--- config.mk ---
export PLATFORM = sky130hd
export DESIGN_NAME = decode_stage_flat
export DESIGN_NICKNAME = d
export VERILOG_FILES = /design/src/rtl/decode_stage_if.sv /design/src/rtl/decode_stage.sv /design/src/flat_wrapper.sv
export SDC_FILE = /design/constraint.sdc
export NUM_CORES = 1
export LEC_CHECK = 0
export CORE_MARGIN = 4
export CORE_UTILIZATION = 53
export CTS_CLUSTER_DIAMETER = 60
export DETAILED_ROUTE_END_ITERATION = 12
export DONT_BUFFER_PORTS = 1
export PLACE_DENSITY = 0.65
export SYNTH_ARGS = -nofsm -noshare
export SYNTH_HDL_FRONTEND = slang
export SYNTH_SLANG_ARGS = --single-unit
--- constraint.sdc ---
create_clock -name clk -period 11.5 [get_ports clk]
set_input_delay 2.875 -clock clk [delete_from_list [all_inputs] [get_ports clk]]
set_output_delay 2.875 -clock clk [all_outputs]
set_load 0.01 [all_outputs]
--- src/rtl/decode_stage_if.sv ---
// decode_stage_if: handshake bundle between fetch, the decode stage and execute.
//   master : driven by the environment (fetch side inputs, downstream ready, flush)
//   slave  : the decode stage itself
// Signals:
//   flush                         discard everything buffered in the stage
//   in_valid/in_ready             upstream handshake, in_instr/in_pc payload
//   out_valid/out_ready           downstream handshake
//   out_pc .. out_illegal         decoded head-of-FIFO bundle
`timescale 1ns/1ps
interface decode_stage_if #(
    parameter int XLEN = 64
);
    logic            flush;
    logic            in_valid;
    logic            in_ready;
    logic [31:0]     in_instr;
    logic [XLEN-1:0] in_pc;
    logic            out_valid;
    logic            out_ready;
    logic [XLEN-1:0] out_pc;
    logic [31:0]     out_instr;
    logic [3:0]      out_alufunc;
    logic            out_word;
    logic            out_srcb_imm;
    logic            out_regwrite;
    logic [4:0]      out_rs1;
    logic [4:0]      out_rs2;
    logic [4:0]      out_rd;
    logic [XLEN-1:0] out_imm;
    logic            out_illegal;

    modport master (
        output flush, in_valid, in_instr, in_pc, out_ready,
        input  in_ready, out_valid, out_pc, out_instr, out_alufunc, out_word,
               out_srcb_imm, out_regwrite, out_rs1, out_rs2, out_rd, out_imm,
               out_illegal
    );

    modport slave (
        input  flush, in_valid, in_instr, in_pc, out_ready,
        output in_ready, out_valid, out_pc, out_instr, out_alufunc, out_word,
               out_srcb_imm, out_regwrite, out_rs1, out_rs2, out_rd, out_imm,
               out_illegal
    );
endinterface

--- src/rtl/decode_stage.sv ---
// decode_stage: registered RISC-V integer-ALU decode stage between fetch and execute.
// Decodes OP-IMM, OP, LUI and (XLEN=64 with ENABLE_WORD) OP-IMM-32/OP-32 combinationally
// from the incoming instruction and buffers the decoded bundle in a small skid FIFO.
// Ports:
//   clk    clock
//   reset  synchronous active-high reset
//   bus    decode_stage_if.slave (flush, in_* handshake, out_* decoded head entry)
// Parameters:
//   XLEN        32 or 64, width of PC and immediate
//   ENABLE_WORD decode the *W forms (ignored when XLEN=32)
//   BUF_DEPTH   FIFO entries, 1..4
`timescale 1ns/1ps
module decode_stage #(
    parameter int XLEN        = 64,
    parameter int ENABLE_WORD = 1,
    parameter int BUF_DEPTH   = 2
) (
    input  logic          clk,
    input  logic          reset,
    decode_stage_if.slave bus
);

    localparam bit WORD_EN = (ENABLE_WORD != 0) && (XLEN == 64);
    localparam int PTR_W   = (BUF_DEPTH > 1) ? $clog2(BUF_DEPTH) : 1;
    localparam int CNT_W   = $clog2(BUF_DEPTH + 1);

    localparam logic [3:0] ALU_ADD   = 4'd0;
    localparam logic [3:0] ALU_SUB   = 4'd1;
    localparam logic [3:0] ALU_AND   = 4'd2;
    localparam logic [3:0] ALU_OR    = 4'd3;
    localparam logic [3:0] ALU_XOR   = 4'd4;
    localparam logic [3:0] ALU_SLL   = 4'd5;
    localparam logic [3:0] ALU_SRL   = 4'd6;
    localparam logic [3:0] ALU_SRA   = 4'd7;
    localparam logic [3:0] ALU_SLT   = 4'd8;
    localparam logic [3:0] ALU_SLTU  = 4'd9;
    localparam logic [3:0] ALU_PASSB = 4'd10;

    localparam logic [6:0] OPC_OP_IMM    = 7'b0010011;
    localparam logic [6:0] OPC_OP        = 7'b0110011;
    localparam logic [6:0] OPC_LUI       = 7'b0110111;
    localparam logic [6:0] OPC_OP_IMM_32 = 7'b0011011;
    localparam logic [6:0] OPC_OP_32     = 7'b0111011;

    localparam logic [6:0] F7_ZERO = 7'b0000000;
    localparam logic [6:0] F7_ALT  = 7'b0100000;

    typedef struct packed {
        logic [XLEN-1:0] pc;
        logic [31:0]     instr;
        logic [3:0]      alufunc;
        logic            word;
        logic            srcb_imm;
        logic            regwrite;
        logic [4:0]      rs1;
        logic [4:0]      rs2;
        logic [4:0]      rd;
        logic [XLEN-1:0] imm;
        logic            illegal;
    } entry_t;

    // ------------------------------------------------------------------
    // Combinational decode of the incoming instruction
    // ------------------------------------------------------------------
    logic [31:0]     instr;
    logic [6:0]      opcode;
    logic [2:0]      f3;
    logic [6:0]      f7;
    logic [XLEN-1:0] imm_i;
    logic [XLEN-1:0] imm_u;
    logic [XLEN-1:0] imm_sh;
    logic [XLEN-1:0] imm_w;
    logic            shamt_ok;

    assign instr  = bus.in_instr;
    assign opcode = instr[6:0];
    assign f3     = instr[14:12];
    assign f7     = instr[31:25];
    assign imm_i  = XLEN'($signed(instr[31:20]));
    assign imm_u  = XLEN'($signed({instr[31:12], 12'b0}));
    // Shift immediates carry only the shift amount, never the funct bits above it.
    assign imm_sh = (XLEN == 64) ? XLEN'(instr[25:20]) : XLEN'(instr[24:20]);
    assign imm_w  = XLEN'(instr[24:20]);
    // On RV32 a shift amount of 32 or more is not encodable.
    assign shamt_ok = (XLEN == 64) ? 1'b1 : ~instr[25];

    logic            dec_legal;
    logic [3:0]      dec_alu;
    logic            dec_word;
    logic            dec_srcb;
    logic [XLEN-1:0] dec_imm_raw;
    entry_t          dec;

    always_comb begin
        dec_legal   = 1'b0;
        dec_alu     = ALU_ADD;
        dec_word    = 1'b0;
        dec_srcb    = 1'b0;
        dec_imm_raw = '0;
        case (opcode)
            OPC_OP_IMM: begin
                dec_srcb    = 1'b1;
                dec_imm_raw = imm_i;
                dec_legal   = 1'b1;
                case (f3)
                    3'd0: dec_alu = ALU_ADD;
                    3'd2: dec_alu = ALU_SLT;
                    3'd3: dec_alu = ALU_SLTU;
                    3'd4: dec_alu = ALU_XOR;
                    3'd6: dec_alu = ALU_OR;
                    3'd7: dec_alu = ALU_AND;
                    3'd1: begin
                        dec_alu     = ALU_SLL;
                        dec_imm_raw = imm_sh;
                        dec_legal   = (instr[31:26] == 6'd0) && shamt_ok;
                    end
                    default: begin // f3 = 5
                        dec_alu     = instr[30] ? ALU_SRA : ALU_SRL;
                        dec_imm_raw = imm_sh;
                        dec_legal   = !instr[31] && (instr[29:26] == 4'd0) && shamt_ok;
                    end
                endcase
            end
            OPC_OP: begin
                if (f7 == F7_ZERO) begin
                    dec_legal = 1'b1;
                    case (f3)
                        3'd0:    dec_alu = ALU_ADD;
                        3'd1:    dec_alu = ALU_SLL;
                        3'd2:    dec_alu = ALU_SLT;
                        3'd3:    dec_alu = ALU_SLTU;
                        3'd4:    dec_alu = ALU_XOR;
                        3'd5:    dec_alu = ALU_SRL;
                        3'd6:    dec_alu = ALU_OR;
                        default: dec_alu = ALU_AND;
                    endcase
                end else if (f7 == F7_ALT) begin
                    if (f3 == 3'd0) begin
                        dec_alu   = ALU_SUB;
                        dec_legal = 1'b1;
                    end else if (f3 == 3'd5) begin
                        dec_alu   = ALU_SRA;
                        dec_legal = 1'b1;
                    end
                end
            end
            OPC_LUI: begin
                dec_alu     = ALU_PASSB;
                dec_imm_raw = imm_u;
                dec_srcb    = 1'b1;
                dec_legal   = 1'b1;
            end
            OPC_OP_IMM_32: begin
                if (WORD_EN) begin
                    dec_word = 1'b1;
                    dec_srcb = 1'b1;
                    if (f3 == 3'd0) begin
                        dec_alu     = ALU_ADD;
                        dec_imm_raw = imm_i;
                        dec_legal   = 1'b1;
                    end else if (f3 == 3'd1 && f7 == F7_ZERO) begin
                        dec_alu     = ALU_SLL;
                        dec_imm_raw = imm_w;
                        dec_legal   = 1'b1;
                    end else if (f3 == 3'd5 && (f7 == F7_ZERO || f7 == F7_ALT)) begin
                        dec_alu     = instr[30] ? ALU_SRA : ALU_SRL;
                        dec_imm_raw = imm_w;
                        dec_legal   = 1'b1;
                    end
                end
            end
            OPC_OP_32: begin
                if (WORD_EN) begin
                    dec_word = 1'b1;
                    if (f7 == F7_ZERO) begin
                        if (f3 == 3'd0) begin
                            dec_alu   = ALU_ADD;
                            dec_legal = 1'b1;
                        end else if (f3 == 3'd1) begin
                            dec_alu   = ALU_SLL;
                            dec_legal = 1'b1;
                        end else if (f3 == 3'd5) begin
                            dec_alu   = ALU_SRL;
                            dec_legal = 1'b1;
                        end
                    end else if (f7 == F7_ALT) begin
                        if (f3 == 3'd0) begin
                            dec_alu   = ALU_SUB;
                            dec_legal = 1'b1;
                        end else if (f3 == 3'd5) begin
                            dec_alu   = ALU_SRA;
                            dec_legal = 1'b1;
                        end
                    end
                end
            end
            default: ;
        endcase

        // Illegal instructions travel on with all control fields neutralised
        // but their raw register fields intact for the trap handler.
        dec.pc       = bus.in_pc;
        dec.instr    = instr;
        dec.rs1      = instr[19:15];
        dec.rs2      = instr[24:20];
        dec.rd       = instr[11:7];
        dec.illegal  = ~dec_legal;
        dec.regwrite = dec_legal && (instr[11:7] != 5'd0);
        dec.alufunc  = dec_legal ? dec_alu : 4'd0;
        dec.word     = dec_legal & dec_word;
        dec.srcb_imm = dec_legal & dec_srcb;
        dec.imm      = dec_legal ? dec_imm_raw : '0;
    end

    // ------------------------------------------------------------------
    // Skid FIFO
    // ------------------------------------------------------------------
    logic [PTR_W-1:0] wr_ptr_reg;
    logic [PTR_W-1:0] rd_ptr_reg;
    logic [CNT_W-1:0] count_reg;
    entry_t           mem [BUF_DEPTH];
    entry_t           head;
    logic             in_ready;
    logic             out_valid;
    logic             push;
    logic             pop;

    // in_ready depends only on the count, so a full FIFO stays closed even
    // when the head is being consumed in the same cycle.
    assign in_ready  = (count_reg < CNT_W'(BUF_DEPTH));
    assign out_valid = (count_reg != '0);
    assign push      = bus.in_valid & in_ready & ~bus.flush;
    assign pop       = out_valid & bus.out_ready & ~bus.flush;

    function automatic logic [PTR_W-1:0] ptr_inc(input logic [PTR_W-1:0] p);
        // Explicit wrap keeps non-power-of-two depths correct.
        if (p == PTR_W'(BUF_DEPTH - 1)) begin
            return '0;
        end
        return p + PTR_W'(1);
    endfunction

    always_ff @(posedge clk) begin
        if (reset) begin
            wr_ptr_reg <= '0;
            rd_ptr_reg <= '0;
            count_reg  <= '0;
        end else if (bus.flush) begin
            wr_ptr_reg <= '0;
            rd_ptr_reg <= '0;
            count_reg  <= '0;
        end else begin
            if (push) begin
                wr_ptr_reg <= ptr_inc(wr_ptr_reg);
            end
            if (pop) begin
                rd_ptr_reg <= ptr_inc(rd_ptr_reg);
            end
            if (push && !pop) begin
                count_reg <= count_reg + CNT_W'(1);
            end else if (!push && pop) begin
                count_reg <= count_reg - CNT_W'(1);
            end
        end
    end

    // Storage is cleared on reset so the head reads as all-zero afterwards.
    generate
        for (genvar gi = 0; gi < BUF_DEPTH; gi++) begin : g_entry
            always_ff @(posedge clk) begin
                if (reset) begin
                    mem[gi] <= '0;
                end else if (push && (wr_ptr_reg == PTR_W'(gi))) begin
                    mem[gi] <= dec;
                end
            end
        end
    endgenerate

    assign head = mem[rd_ptr_reg];

    assign bus.in_ready     = in_ready;
    assign bus.out_valid    = out_valid;
    assign bus.out_pc       = head.pc;
    assign bus.out_instr    = head.instr;
    assign bus.out_alufunc  = head.alufunc;
    assign bus.out_word     = head.word;
    assign bus.out_srcb_imm = head.srcb_imm;
    assign bus.out_regwrite = head.regwrite;
    assign bus.out_rs1      = head.rs1;
    assign bus.out_rs2      = head.rs2;
    assign bus.out_rd       = head.rd;
    assign bus.out_imm      = head.imm;
    assign bus.out_illegal  = head.illegal;

endmodule

--- src/flat_wrapper.sv ---
// flat-port wrapper written by rule: the top's interface ports become plain ports
module decode_stage_flat 
#(
    parameter int XLEN        = 64,
    parameter int ENABLE_WORD = 1,
    parameter int BUF_DEPTH   = 2
)
  (clk, reset, bus_flush, bus_in_valid, bus_in_instr, bus_in_pc, bus_out_ready, bus_in_ready, bus_out_valid, bus_out_pc, bus_out_instr, bus_out_alufunc, bus_out_word, bus_out_srcb_imm, bus_out_regwrite, bus_out_rs1, bus_out_rs2, bus_out_rd, bus_out_imm, bus_out_illegal);
  decode_stage_if #(.XLEN(XLEN)) bus_i ();
  input  logic clk;
  input  logic reset;
  input wire logic [$bits(bus_i.flush)-1:0] bus_flush;
  input wire logic [$bits(bus_i.in_valid)-1:0] bus_in_valid;
  input wire logic [$bits(bus_i.in_instr)-1:0] bus_in_instr;
  input wire logic [$bits(bus_i.in_pc)-1:0] bus_in_pc;
  input wire logic [$bits(bus_i.out_ready)-1:0] bus_out_ready;
  output wire logic [$bits(bus_i.in_ready)-1:0] bus_in_ready;
  output wire logic [$bits(bus_i.out_valid)-1:0] bus_out_valid;
  output wire logic [$bits(bus_i.out_pc)-1:0] bus_out_pc;
  output wire logic [$bits(bus_i.out_instr)-1:0] bus_out_instr;
  output wire logic [$bits(bus_i.out_alufunc)-1:0] bus_out_alufunc;
  output wire logic [$bits(bus_i.out_word)-1:0] bus_out_word;
  output wire logic [$bits(bus_i.out_srcb_imm)-1:0] bus_out_srcb_imm;
  output wire logic [$bits(bus_i.out_regwrite)-1:0] bus_out_regwrite;
  output wire logic [$bits(bus_i.out_rs1)-1:0] bus_out_rs1;
  output wire logic [$bits(bus_i.out_rs2)-1:0] bus_out_rs2;
  output wire logic [$bits(bus_i.out_rd)-1:0] bus_out_rd;
  output wire logic [$bits(bus_i.out_imm)-1:0] bus_out_imm;
  output wire logic [$bits(bus_i.out_illegal)-1:0] bus_out_illegal;
  assign bus_i.flush = bus_flush;
  assign bus_i.in_valid = bus_in_valid;
  assign bus_i.in_instr = bus_in_instr;
  assign bus_i.in_pc = bus_in_pc;
  assign bus_i.out_ready = bus_out_ready;
  assign bus_in_ready = bus_i.in_ready;
  assign bus_out_valid = bus_i.out_valid;
  assign bus_out_pc = bus_i.out_pc;
  assign bus_out_instr = bus_i.out_instr;
  assign bus_out_alufunc = bus_i.out_alufunc;
  assign bus_out_word = bus_i.out_word;
  assign bus_out_srcb_imm = bus_i.out_srcb_imm;
  assign bus_out_regwrite = bus_i.out_regwrite;
  assign bus_out_rs1 = bus_i.out_rs1;
  assign bus_out_rs2 = bus_i.out_rs2;
  assign bus_out_rd = bus_i.out_rd;
  assign bus_out_imm = bus_i.out_imm;
  assign bus_out_illegal = bus_i.out_illegal;
  decode_stage #(.XLEN(XLEN), .ENABLE_WORD(ENABLE_WORD), .BUF_DEPTH(BUF_DEPTH)) u_core (.clk(clk), .reset(reset), .bus(bus_i));
endmodule
## After elaboration in Yosys (flattened, before gate mapping)

Memories as Yosys holds them, arrays and structs flattened. A register that Yosys moved wholly into a read port is not among the register bits.
Cells that the tools add are included.

- Bits in writable memories: 366
- Bits of input ports: 101
- Bits in registers: 4
- Memories kept: 1
- Output and inout port bits: 185
- Logic and storage cells: 118

- Mux-type cells: 62
- Equality and inequality tests: 13
- Bitwise operators: 11
- Magnitude comparators: 1
- Reductions and logical operators: 23
- Add/sub/neg operators: 4

Memories:

| memory | words | width | rd ports | clocked after memory_dff | wr ports | line | RTL |
|---|---|---|---|---|---|---|---|
| u_core.mem | 2 | 183 | 1 | 1 | 2 | decode_stage.sv:221 | `entry_t mem [BUF_DEPTH];` |

Operators with widths:

| kind | number |
|---|---|
| $mux 183 | 2 |
| $mux 64 | 4 |
| $pmux 64 s3 | 1 |
| $pmux 4 s7 | 2 |
| $mux 4 | 10 |
| $mux 1 | 35 |
| $eq 7x6->1 const B | 4 |
| $pmux 4 s5 | 1 |
| $eq 7x5->1 const B | 2 |
| $eq 3x3->1 const B | 4 |
| $logic_and 1x1->1 | 8 |
| $logic_not 7->1 | 1 |
| $and 1x1->1 | 6 |
| $eq 3x2->1 const B | 2 |
| $logic_not 6->1 | 1 |
| $mux 3 | 2 |
| $reduce_or 6->1 | 1 |
| $mux 5 | 1 |
| $pmux 1 s5 | 1 |
| $reduce_bool 5->1 | 1 |
| $logic_not 4->1 | 1 |
| $mux 2 | 2 |
| $reduce_bool 2->1 | 2 |
| $reduce_or 2->1 | 2 |
| 12 further kinds | 18 |

## Longest topological paths before layout

- Word-level depth: 9
- Mapped depth: 8
- Mapped depth without buffers: 8

## Worst setup path before layout

No wires, ideal clock.

- Path kind: input to register
- Start: in bus_flush
- End: mem u_core.mem[0][0] in the netlist's numbering (enable)
- Setup slack: 1493 ps
- Path buffers: 0
- Setup time: 660 ps
- Data arrival time: 9347 ps
- Data required time: 10840 ps
- Stages: 3
- Cell sequence: nor2_1 nand2_1 o21bai_1

RTL lines:

| element | line | RTL |
|---|---|---|
| from (decl) | flat_wrapper.sv:12 | `input wire logic [$bits(bus_i.flush)-1:0] bus_flush;` |
| to (decl) | decode_stage.sv:221 |  |

==> flow_summary.json <==
{
  "status": "complete, no violations",
  "wl_met3_um": 2980,
  "ctsResizeCount": 0,
  "htree_levels": 1,
  "cts_buffers": 30,
  "path_delay_family": "multiplexers",
  "yosys.area.top_type_share_pct": 62.3,
  "core_region_area_um2": 24300,
  "fin_setup_tns_ns": 0,
  "yosysWarnings": 0,
  "min_period_ns": 5.56,
  "cts.sinks": 277,
  "worstSetupStartpointType": "flip-flop",
  "grt-ovfl-total": 0,
  "cpMaxStageDelayCell": "mux2_4",
  "required_ns": 8.63,
  "clockBufferDepth": 3,
  "gp_congestion": 0.973,
  "finalCritPeriodShare_pct": 48.3,
  "synthDistinctLibCells": 49,
  "synth_edf_count": 272,
  "total_power_mw": 2.20,
  "wl_per_cell_um": 23.3,
  "drive_gt1_share_pct": 29.9,
  "slew_viol_final": 0,
  "synth_commonest_cells": "edfxtp_1 (272), and2_1 (187), mux2_2 (136), nor3_2 (59), buf_4 (48)",
  "ir_drop_mv": 0.105,
  "cts_setup_buffers": 0,
  "synth_most_common_cell": "edfxtp_1",
  "setup_violations": 0,
  "ant_nets": 0,
  "largest_register_ffs": 272,
  "num_rows": 57,
  "postPlaceCellArea_um2": 13000,
  "design_area_um2": 13900,
  "yosys-top-cells-area": "edfxtp_1 (62%), mux2_2 (12%), and2_1 (8.9%), nor3_2 (4.5%), buf_4 (2.7%)",
  "firstDrtPassIters": 5,
  "ys_async_sr_fraction_pct": 0,
  "p_leak_nw": 4.79,
  "drv_cap": 0,
  "timing.slew.headroom_pct": 28.8,
  "p_per_area_nw_per_um2": 158,
  "setup_ws_ns": 5.94,
  "yosysTopAreaCell": "edfxtp_1",
  "die_y_um": 165,
  "yosysSeqAreaShare_pct": 63.1,
  "port_buffers": 0,
  "worst-path-buf-inv": 1,
  "finalHoldViolations": 0,
  "fin_skew_ns": 0.0149,
  "dr.max_layer_used": "met4",
  "synth_top_flop_cell": "edfxtp_1",
  "wl_um": 27900,
  "synthCells": 923,
  "max_freq_mhz": 180,
  "cp_cell_sequence": "buf_4 > mux2_4",
  "grt_pass1_vias": 7166,
  "grt_pass1_wl_um": 42000,
  "grt_max_degree": 84,
  "hpwl_um": 18000,
  "ys_ff_latch": 277,
  "tightest_slew_ns": 1.07,
  "syn_avg_cell_area_um2": 14.2,
  "drtIter0Drc": 599,
  "fin_cells": 1199,
  "ctsHoldBuffers": 0,
  "cts_tree": "built",
  "m1WireLength_um": 10500,
  "cpPeakStageDelay_ns": 0.92,
  "drc": 0,
  "start_util_pct": 53.9,
  "fin_hold_ws_ns": 0.596,
  "vias": 6912,
  "die_width_um": 165,
  "ctsRootBufferMaster": "clkbuf_16",
  "rsz0062_at_grt": "no",
  "ios": 286,
  "wl_met2_um": 13900,
  "vias_per_cell": 5.76,
  "clk-insertion-delay-late_ns": 0.54,
  "cts.reportedPaths.clkPinSlew_ns": 0.06,
  "n_antenna_cell": 0,
  "syn_nets": 1025,
  "die-area_um2": 27300,
  "nNetsFinal": 955,
  "netlist_area_um2": 13100,
  "crit_arrival_ns": 2.68,
  "worstSetupEndpointType": "output port",
  "grt_usage_pct": 19.9,
  "pre_cts_slack_ns": 5.97,
  "area_delta_synth_final_pct": 5.94,
  "postLayoutCoreUtil_pct": 57.1,
  "antenna_found_initial": 0,
  "place.detailed.instances": 1145,
  "timing.setup.critical_path_class": "flip-flop to output port",
  "hp-class": "flip-flop to flip-flop",
  "cp_max_fo": 46
}
==> where the power goes <==
part | switching, mW | leakage [nW] | internal (mW)
Sequential | 0.0132 | 2.90 | 1.16
Combinational | 0.0946 | 1.45 | 0.0427
Clock | 0.371 | 0.451 | 0.512
Total | 0.479 | 4.79 | 1.72
==> worst reg2reg max path, stage by stage, from the launching register on <==
cell	delay, ns
dfxtp_1	0.34
nor2_1	0.11
nand2_1	0.19
inv_1	0.20
a21o_4	0.65
buf_4	0.97
==> routing by layer <==
layer  global-route usage [%]  vias up
li1                         -     3137
met1                     24.7     3463
met2                     33.6      275
met3                     7.07       37
met4                     4.57        0
met5                        0        -
==> worst paths after layout <==
path / startpoint / endpoint / slack, ns / depth (start not counted)
hold reg to reg: u_core.rd_ptr_reg / u_core.rd_ptr_reg / 0.60 / 2
setup reg to reg: u_core.count_reg[1] / u_core.mem[1][173] / 8.59 / 5
setup / recovery: flip-flop / bus_out_imm[32] / 5.94 / 2
hold / removal: u_core.rd_ptr_reg / u_core.rd_ptr_reg / 0.60 / 2
==> cells in the final DEF (no fill, tap or decap), types with 10 or more instances in the layout <==
cell type,n
a21oi_1,23
and2_1,187
buf_4,10
clkbuf_16,31
edfxtp_1,272
mux2_2,135
nand2_1,18
nor2_1,22
nor3_1,21
nor3_2,59
==> logic make-up after synthesis <==
logic type                 after synthesis  share of synthesized area, %
DFF                                    277                          63.1
adders and majority gates                1                        0.0954
and+or+nand+nor                        337                          17.2
xor gates and xnor gates                 6                         0.401
buffers and inverters                  118                          5.23
AOI/OAI and AO/OA                       48                          2.31
muxes                                  136                          11.7
==> final cells by class <==
type / instances / area [µm²]
flip-flops and latches: 277 / 8270
repair buffers: 10 / 75.1
well taps: 324 / 405
fillers: 1911 / 10400
clock inverters: 17 / 109
clock buffers: 37 / 798
inverters: 6 / 22.5
multi-input cells: 528 / 4210
(Power assumes the default switching activity.)
